**src/rtl/cp0_unit_pkg.sv**
```systemverilog
// Coprocessor-0 shared definitions: register numbers,
// exception codes and the writable-field mask of SR.
package cp0_unit_pkg;

    localparam int unsigned HWINT_W = 6;

    localparam logic [4:0] CP0_SR    = 5'd12;
    localparam logic [4:0] CP0_CAUSE = 5'd13;
    localparam logic [4:0] CP0_EPC   = 5'd14;

    // Handler entry; the NPC consumes it, not this block.
    localparam logic [31:0] HANDLER = 32'h0000_4180;

    typedef enum logic [4:0] {
        EXC_INT     = 5'd0,
        EXC_ADEL    = 5'd4,
        EXC_ADES    = 5'd5,
        EXC_SYSCALL = 5'd8,
        EXC_RI      = 5'd10,
        EXC_OV      = 5'd12
    } exc_code_e;

    // IM[15:10], EXL[1], IE[0]
    localparam logic [31:0] SR_MASK = 32'h0000_FC03;

    function automatic logic [31:0] sr_mask(input logic [31:0] v);
        return v & SR_MASK;
    endfunction

endpackage

```
**src/rtl/cp0_unit_if.sv**
```systemverilog
// Pipeline <-> CP0 bundle: mfc0/mtc0 access, victim info,
// interrupt lines and the flush request back to the pipeline.
interface cp0_unit_if;
    import cp0_unit_pkg::*;

    logic [4:0]         A1;
    logic [4:0]         A2;
    logic [31:0]        Din;
    logic               en;
    logic [31:0]        VPC;
    logic               BDIn;
    logic [4:0]         ExcCodeIn;
    logic [HWINT_W-1:0] HWInt;
    logic               EXLClr;
    logic [31:0]        Dout;
    logic [31:0]        EPCOut;
    logic               Req;

    modport master (
        output A1, A2, Din, en, VPC, BDIn,
        output ExcCodeIn, HWInt, EXLClr,
        input  Dout, EPCOut, Req
    );

    modport slave (
        input  A1, A2, Din, en, VPC, BDIn,
        input  ExcCodeIn, HWInt, EXLClr,
        output Dout, EPCOut, Req
    );
endinterface

```
**src/rtl/cp0_unit.sv**
```systemverilog
// Coprocessor-0: SR/Cause/EPC, interrupt vs exception
// arbitration, mfc0/mtc0/eret service.
module cp0_unit
    import cp0_unit_pkg::*;
(
    input  logic        clk,
    input  logic        reset,
    cp0_unit_if.slave   bus
);

    logic [31:0] sr_q, sr_d;
    logic [31:0] cause_q, cause_d;
    logic [31:0] epc_q, epc_d;

    logic               exl;
    logic               ie;
    logic [HWINT_W-1:0] im;
    logic               int_req;
    logic               exc_req;
    logic               req;

    // Request arbitration: interrupts and exceptions blocked under EXL.
    always_comb begin
        im      = sr_q[15:10];
        exl     = sr_q[1];
        ie      = sr_q[0];
        int_req = (|(bus.HWInt & im)) & ie & ~exl;
        exc_req = (bus.ExcCodeIn != 5'd0) & ~exl;
        req     = int_req | exc_req;
    end

    // Next-state: exception entry beats mtc0; EXLClr beats mtc0 on EXL.
    always_comb begin
        sr_d    = sr_q;
        cause_d = cause_q;
        epc_d   = epc_q;
        cause_d[15:10] = bus.HWInt;
        if (req) begin
            sr_d[1]       = 1'b1;
            cause_d[31]   = bus.BDIn;
            cause_d[6:2]  = int_req ? EXC_INT : bus.ExcCodeIn;
            epc_d         = bus.BDIn ? bus.VPC - 32'd4 : bus.VPC;
        end else begin
            if (bus.en && bus.A2 == CP0_SR)
                sr_d = sr_mask(bus.Din);
            if (bus.en && bus.A2 == CP0_EPC)
                epc_d = bus.Din;
            if (bus.EXLClr)
                sr_d[1] = 1'b0;
        end
    end

    // State registers with asynchronous active-low clear.
    always_ff @(posedge clk or negedge reset) begin
        if (!reset) begin
            sr_q    <= '0;
            cause_q <= '0;
            epc_q   <= '0;
        end else begin
            sr_q    <= sr_d;
            cause_q <= cause_d;
            epc_q   <= epc_d;
        end
    end

    // mfc0 read mux and live outputs; reads see pre-edge state.
    always_comb begin
        bus.Dout   = '0;
        bus.EPCOut = epc_q;
        bus.Req    = req;
        case (bus.A1)
            CP0_SR:    bus.Dout = sr_q;
            CP0_CAUSE: bus.Dout = cause_q;
            CP0_EPC:   bus.Dout = epc_q;
            default:   bus.Dout = '0;
        endcase
    end

endmodule

```
**src/flat_wrapper.sv**
```systemverilog
// flat-port wrapper written by rule: the top's interface ports become plain ports
module cp0_unit_flat import cp0_unit_pkg::*;
  (clk, reset, bus_A1, bus_A2, bus_Din, bus_en, bus_VPC, bus_BDIn, bus_ExcCodeIn, bus_HWInt, bus_EXLClr, bus_Dout, bus_EPCOut, bus_Req);
  cp0_unit_if bus_i ();
  input  logic clk;
  input  logic reset;
  input wire logic [$bits(bus_i.A1)-1:0] bus_A1;
  input wire logic [$bits(bus_i.A2)-1:0] bus_A2;
  input wire logic [$bits(bus_i.Din)-1:0] bus_Din;
  input wire logic [$bits(bus_i.en)-1:0] bus_en;
  input wire logic [$bits(bus_i.VPC)-1:0] bus_VPC;
  input wire logic [$bits(bus_i.BDIn)-1:0] bus_BDIn;
  input wire logic [$bits(bus_i.ExcCodeIn)-1:0] bus_ExcCodeIn;
  input wire logic [$bits(bus_i.HWInt)-1:0] bus_HWInt;
  input wire logic [$bits(bus_i.EXLClr)-1:0] bus_EXLClr;
  output wire logic [$bits(bus_i.Dout)-1:0] bus_Dout;
  output wire logic [$bits(bus_i.EPCOut)-1:0] bus_EPCOut;
  output wire logic [$bits(bus_i.Req)-1:0] bus_Req;
  assign bus_i.A1 = bus_A1;
  assign bus_i.A2 = bus_A2;
  assign bus_i.Din = bus_Din;
  assign bus_i.en = bus_en;
  assign bus_i.VPC = bus_VPC;
  assign bus_i.BDIn = bus_BDIn;
  assign bus_i.ExcCodeIn = bus_ExcCodeIn;
  assign bus_i.HWInt = bus_HWInt;
  assign bus_i.EXLClr = bus_EXLClr;
  assign bus_Dout = bus_i.Dout;
  assign bus_EPCOut = bus_i.EPCOut;
  assign bus_Req = bus_i.Req;
  cp0_unit u_core (.clk(clk), .reset(reset), .bus(bus_i));
endmodule
```
**config.mk**
```make
export PLATFORM = sky130hd
export DESIGN_NAME = cp0_unit_flat
export DESIGN_NICKNAME = d
export VERILOG_FILES = /design/src/rtl/cp0_unit_pkg.sv /design/src/rtl/cp0_unit_if.sv /design/src/rtl/cp0_unit.sv /design/src/flat_wrapper.sv
export SDC_FILE = /design/constraint.sdc
export NUM_CORES = 1
export LEC_CHECK = 0
export CAP_MARGIN = 20
export CORE_UTILIZATION = 43
export DETAILED_ROUTE_END_ITERATION = 12
export PLACE_DENSITY = 0.82
export SLEW_MARGIN = 10
export SYNTH_ARGS = -nofsm -noshare
export SYNTH_HDL_FRONTEND = slang
export SYNTH_SLANG_ARGS = --single-unit
```
**constraint.sdc**
```tcl
create_clock -name clk -period 2.4 [get_ports clk]
set_input_delay 0.48 -clock clk [delete_from_list [all_inputs] [get_ports clk]]
set_output_delay 0.48 -clock clk [all_outputs]
set_load 0.01 [all_outputs]
```
-- Yosys cells after proc, flatten, opt, wreduce, memory -nomap -nowiden
Cells that the tools add are included.
- logic and storage cells: 33
- ROM bits: 0
- register bits: 52
- memories kept: 0
- memory bits (writable): 0
- input bits: 90
- output and inout port bits: 65
- latch bits: 0
- add/subtract/negate cells: 1
- divide/modulo/power cells: 0
- reduce and logical (&&, ||, !) cells: 7
- $mul: 0
- magnitude comparators: 0
- equality and inequality tests: 5
- muxes and demuxes: 8
- shifts and indexed selects: 0
- bitwise operators: 7
- operators by type and width (kind ; number):
    two-way mux 32 bit ; 3
    case mux 32 bit (3 select lines) ; 1
    subtractor 32 x 3 -> 32 bit (second input constant) ; 1
    == test 5 x 4 -> 1 bit (second input constant) ; 5
    AND 6 bit ; 1
    OR reduction 6 bit ; 1
    two-way mux 5 bit ; 1
    nonzero test 5 bit ; 1
    AND 1 bit ; 3
    nonzero test 3 bit ; 1
    logical AND 1 bit ; 2
    two-way mux 1 bit ; 2
    two-way mux 2 bit ; 1
    inverter 1 bit ; 2
    AND reduction 2 bit ; 1
    nonzero test 2 bit ; 1
    bitwise OR 1 bit ; 1

-- Logic depth before layout (Yosys ltp)
Gate-level depths: netlist of run 1.
- depth in word-level cells: 7
- depth in mapped cells: 8
- mapped depth without buffers: 6

-- Worst setup path after synthesis of run 1
OpenSTA, ideal clock, no wires.
- kind: input -> output
- start: input port bus_A1[1]
- end: output port bus_Dout[3]
- path buffers: 2
- cell stages on the path: 4
- slack: 200 ps
- arrival time: 1720 ps
- data required time: 1920 ps
- cell sequence: clkbuf_1 -> nor4b_1 -> clkbuf_1 -> a22o_1
- word-level cells in the longest chain between the ends: 2
- elaborated cells on any way between the ends: 4
- classes of those cells: 3 x eq/ne; 1 x mux
- ends and longest elaborated chain (element ; line ; RTL):
    start, declared ; flat_wrapper.sv:7 ; input wire logic [$bits(bus_i.A1)-1:0] bus_A1;
    == test 5 x 4 -> 1 bit ; cp0_unit.sv:71 ; case (bus.A1)
    case mux 32 bit (3 select lines) (*) ; cp0_unit.sv:71 ;
    end, declared ; flat_wrapper.sv:16 ; output wire logic [$bits(bus_i.Dout)-1:0] bus_Dout;
Mark *: on every way between the ends. The rest lies on a longest branch, timed or not.

-- Worst setup path after layout of run 1
- start: input port bus_ExcCodeIn[0]
- end: output port bus_Req
- word-level cells in the longest chain between the ends: 3
- ends and longest elaborated chain (element ; line ; RTL):
    start, declared ; flat_wrapper.sv:13 ; input wire logic [$bits(bus_i.ExcCodeIn)-1:0] bus_ExcCodeIn;
    nonzero test 5 bit ; cp0_unit.sv:28 ; exc_req = (bus.ExcCodeIn != 5'd0) & ~exl;
    AND 1 bit ; cp0_unit.sv:28 ;
    bitwise OR 1 bit ; cp0_unit.sv:29 ; req = int_req | exc_req;
    end, declared ; flat_wrapper.sv:18 ; output wire logic [$bits(bus_i.Req)-1:0] bus_Req;
Every way passes these cells.

==> summary.txt, run 1 <==
Synthesis
  • Seq cells post-synth: 52
  • Synthesized area: about 3500 um2
  • Post-Syn Nets: around 450
  • Count leader, synth: dfrtp_1
  • Mean post-synth cell area: ~10 um2
  • Post-Synthesis Cells: approximately 360
  • EDFF count, synth: 0
  • Most common library cells after synthesis: 52 x dfrtp_1, 39 x mux2i_1, 22 x clkbuf_1, 21 x nor4_1, 18 x and2_1
  • Syn. warnings: 0
  • Netlist cell types: 47
  • Yosys top cell area share: 36.9%
  • Register area share after synthesis: between 30% and 40%
  • Post-synth ARST share: 100%
  • Top area cells in the synthesized netlist: dfrtp_1 37%, mux2i_1 11%, o31a_1 4.0%
  • Synth area leader: dfrtp_1
  • Ys flop type: dfrtp_1

Power
  • Reg power frac: 37.6%
  • Sw Ratio: roughly 37%
  • Clock power share: between 10% and 20%
  • Pwr dens: 729 nW/um2
  • Int Power: 0.00266 W
  • LEAKAGE: about 2.5 nW
  • Switching pwr: about 0.0015 W
  • Maximum VDD drop: between 0.0003 and 0.0004 V
  • Comb power frac: roughly half

Setup path
  • CP Capture Type: primary output
  • CP Buf/Inv Count: 3
  • Critical path class: in -> out
  • Delay-heaviest family, CP: buffers and inverters
  • CP max stage delay: ~480 ps
  • Max Fanout on Critical Path: 2
  • Crit path required time: 1920 ps
  • Slowest-stage cell, CP: clkdlybuf4s50_1
  • Critical Path AT: ~1900 ps
  • CP Cell Sequence: clkdlybuf4s50_1 -> nor4_4 -> a21oi_2 -> nor2_2 -> inv_2 -> clkdlybuf4s15_2
  • Critical path launch point type: input port

Routing
  • Detail-routed via count per cell: around 5.9
  • Pre-Repair DR Iteration Count: 5
  • Post-DR wirelength/cell: around 19 um
  • # DRC: 0
  • Vias post-DR: 3937
  • Initial DRC Count: 300
  • Antenna viol nets, final: 0
  • Drt total wl: 12900 um

GRT
  • GRT Overall Usage: 29.8%
  • Gr ovfl total: 0
  • Initial antenna violation count: 0
  • Largest net degree at the start of global routing: between 50 and 60
  • Vias in the first global route: approximately 3.9k
  • First-pass GRT wire length: approximately 20000 um

Floorplan
  • Die span in x: 92.6 um
  • IO Count: about 160
  • Initial Utilization: around 45%
  • Die Area: 8580 um2
  • Die height: between 90 and 100 um
  • CORE AREA: between 7000 and 8000 um2
  • FP Rows: 32

Layout
  • Final core utilization: between 70 and 80%
  • Area delta synth->final: 63.6%
  • Antenna cells: 0
  • Filler cells: approximately 570
  • Register area: roughly 1300 um2
  • Share of cells above drive strength 1: 22.5%
  • Fin nets: between 600 and 700
  • Final Instance Count excl. Fillers: 672
  • Area of the multi-input gates: approximately 2100 um2

STA
  • Clock skew: ~8.3 ps
  • Fmax: about 420 MHz
  • Fin crit period: ~2400 ps
  • Final setup viols: 0
  • Final Hold Fails: 0
  • Hold WS: about 280 ps
  • Worst slew margin: 55.6%
  • Final worst-path cycle share: between 90% and 100%
  • Slew Limit Fails: 0
  • Worst Tran Pin Value: about 670 ps

Clocking
  • CTS Root Cell: clkbuf_8
  • Clock Latency Late Sink: around 310 ps
  • Hold buffer count at cts: 0
  • TritonCTS Buffers: 5
  • Clock tree buffer depth: 2
  • TritonCTS clock tree: done
  • Worst-path clk slew: 90 ps
  • H-tree depth: 2
  • CTS sink count: between 50 and 60

Placement
  • DP HPWL: between 9000 and 10000 um
  • Final Wtd Congestion: about 0.98
  • Placed Instances: around 650
  • Number of I/O port buffers: about 150

Run status
  • Status: finished, final reports clean

Worst hold path
  • Min-Delay Path Class: in -> async

Job
  • Max-cap violations: 0
==> timing repair <==
item                                    in CTS  in global routing
pin swaps                                    4                  7
setup buffers                               13                  1
cloned                                       3                  0
resized for setup                          107                  9
endpoints found under the setup margin      33                  8
==> logic make-up after synthesis <==
| logic type | after synthesis | synth area share, % |
|---|---|---|
| buffers and inverters | 37 | 4.11 |
| multiplexers | 51 | 14.9 |
| XOR/XNOR | 14 | 3.47 |
| AO/OA/AOI/OAI | 71 | 15.0 |
| AND/OR/NAND/NOR | 132 | 25.4 |
| adder cells (fa/ha/maj) | 1 | 0.354 |
| flip-flops | 52 | 36.9 |
==> registers in the layout, summed over array words and instances, names as in the netlist <==
signal	count
u_core.bus.EPCOut	32
u_core.sr_q	8
u_core.cause_q	12
==> routing by layer <==
| metal | track usage, % | vias to the layer above | share of wire [%] |
|---|---|---|---|
| li1 | - | 1822 | - |
| met1 | 38.4 | 1915 | 42 |
| met2 | 52.9 | 179 | 51 |
| met3 | 3.04 | 21 | 5.6 |
| met4 | 8.85 | 0 | 2.1 |
| met5 | 0 | - | 0 |
==> worst register-to-register path, cell delays in order, from the launching register on <==
cell and delay (ps):
dfrtp_1 420, a22oi_2 220, a311oi_2 170, nor2_2 170, buf_4 360, mux2_2 390
==> through the flow <==
step / power (W) / instance area (um2) / setup WS [ps] / setup TNS, ps
final: 0.00421 / 5780 / 13.8 / 0
after global routing: 0.00442 / 5780 / -62.2 / -62.2
after CTS: 0.00418 / 5750 / 4.87 / 0
after detailed placement: 0.00367 / 5570 / -565 / -17040
after global placement: 0.00360 / 5570 / -491 / -14410
after floorplan: 0.00250 / 3530 / 200 / 0
==> power groups by stage <==
| stage | logic, W | clock network [W] | registers (W) |
|---|---|---|---|
| after floorplan | 0.000893 | 0 | 0.00161 |
| after global placement | 0.00202 | 0 | 0.00157 |
| after detailed placement | 0.00208 | 0 | 0.00158 |
| after CTS | 0.00209 | 0.000522 | 0.00157 |
| after global routing | 0.00225 | 0.000551 | 0.00162 |
| final | 0.00211 | 0.000521 | 0.00158 |
==> layout make-up <==
class	count	area share [%]
repair buffers	232	36.0
clock buffers	8	1.56
multi-input cells	269	37.1
well taps	102	2.21
inverters	9	0.585
flip-flops and latches	52	22.5
==> path summary, 6_finish.rpt <==
check | slack [ps] | from | end | cells after the start
setup / recovery | 10 | bus_ExcCodeIn[0] | bus_Req | 6
setup reg to reg | 560 | u_core.sr_q[11] | u_core.bus.EPCOut[1] | 5
hold / removal | 280 | reset | u_core.sr_q[14] | 2
min in group clk | 380 | bus_HWInt[0] | u_core.cause_q[10] | 1
hold reg to reg | 490 | u_core.cause_q[3] | u_core.cause_q[3] | 1
max in group asynchronous | 1680 | reset | u_core.bus.EPCOut[31] | 2
==> placed cells by master, fill, tap and decap left out, types with 5 or more instances in the layout <==
master	n
xnor2_1	6
o21ai_0	6
a21o_1	5
nor4b_1	14
clkbuf_8	6
nor4_1	20
mux2_1	9
xor2_1	8
buf_6	5
a31oi_1	16
nor3_1	6
nand2_1	14
mux2i_1	39
or3_1	7
buf_4	71
dlygate4sd2_1	16
o31a_1	16
clkdlybuf4s50_1	114
or4_1	11
dfrtp_1	52
and2_1	18
clkdlybuf4s15_2	6
inv_1	7
buf_2	15
a22o_1	6
nor2_1	6
o31ai_1	10
Power figures use the tool's default switching activity.
==> run 2, diff against run 1 <==
SLEW_MARGIN = not set   (was 10)
==> results of run 2 <==
Same layout as run 1: the final DEF is identical, and so are final timing and power.
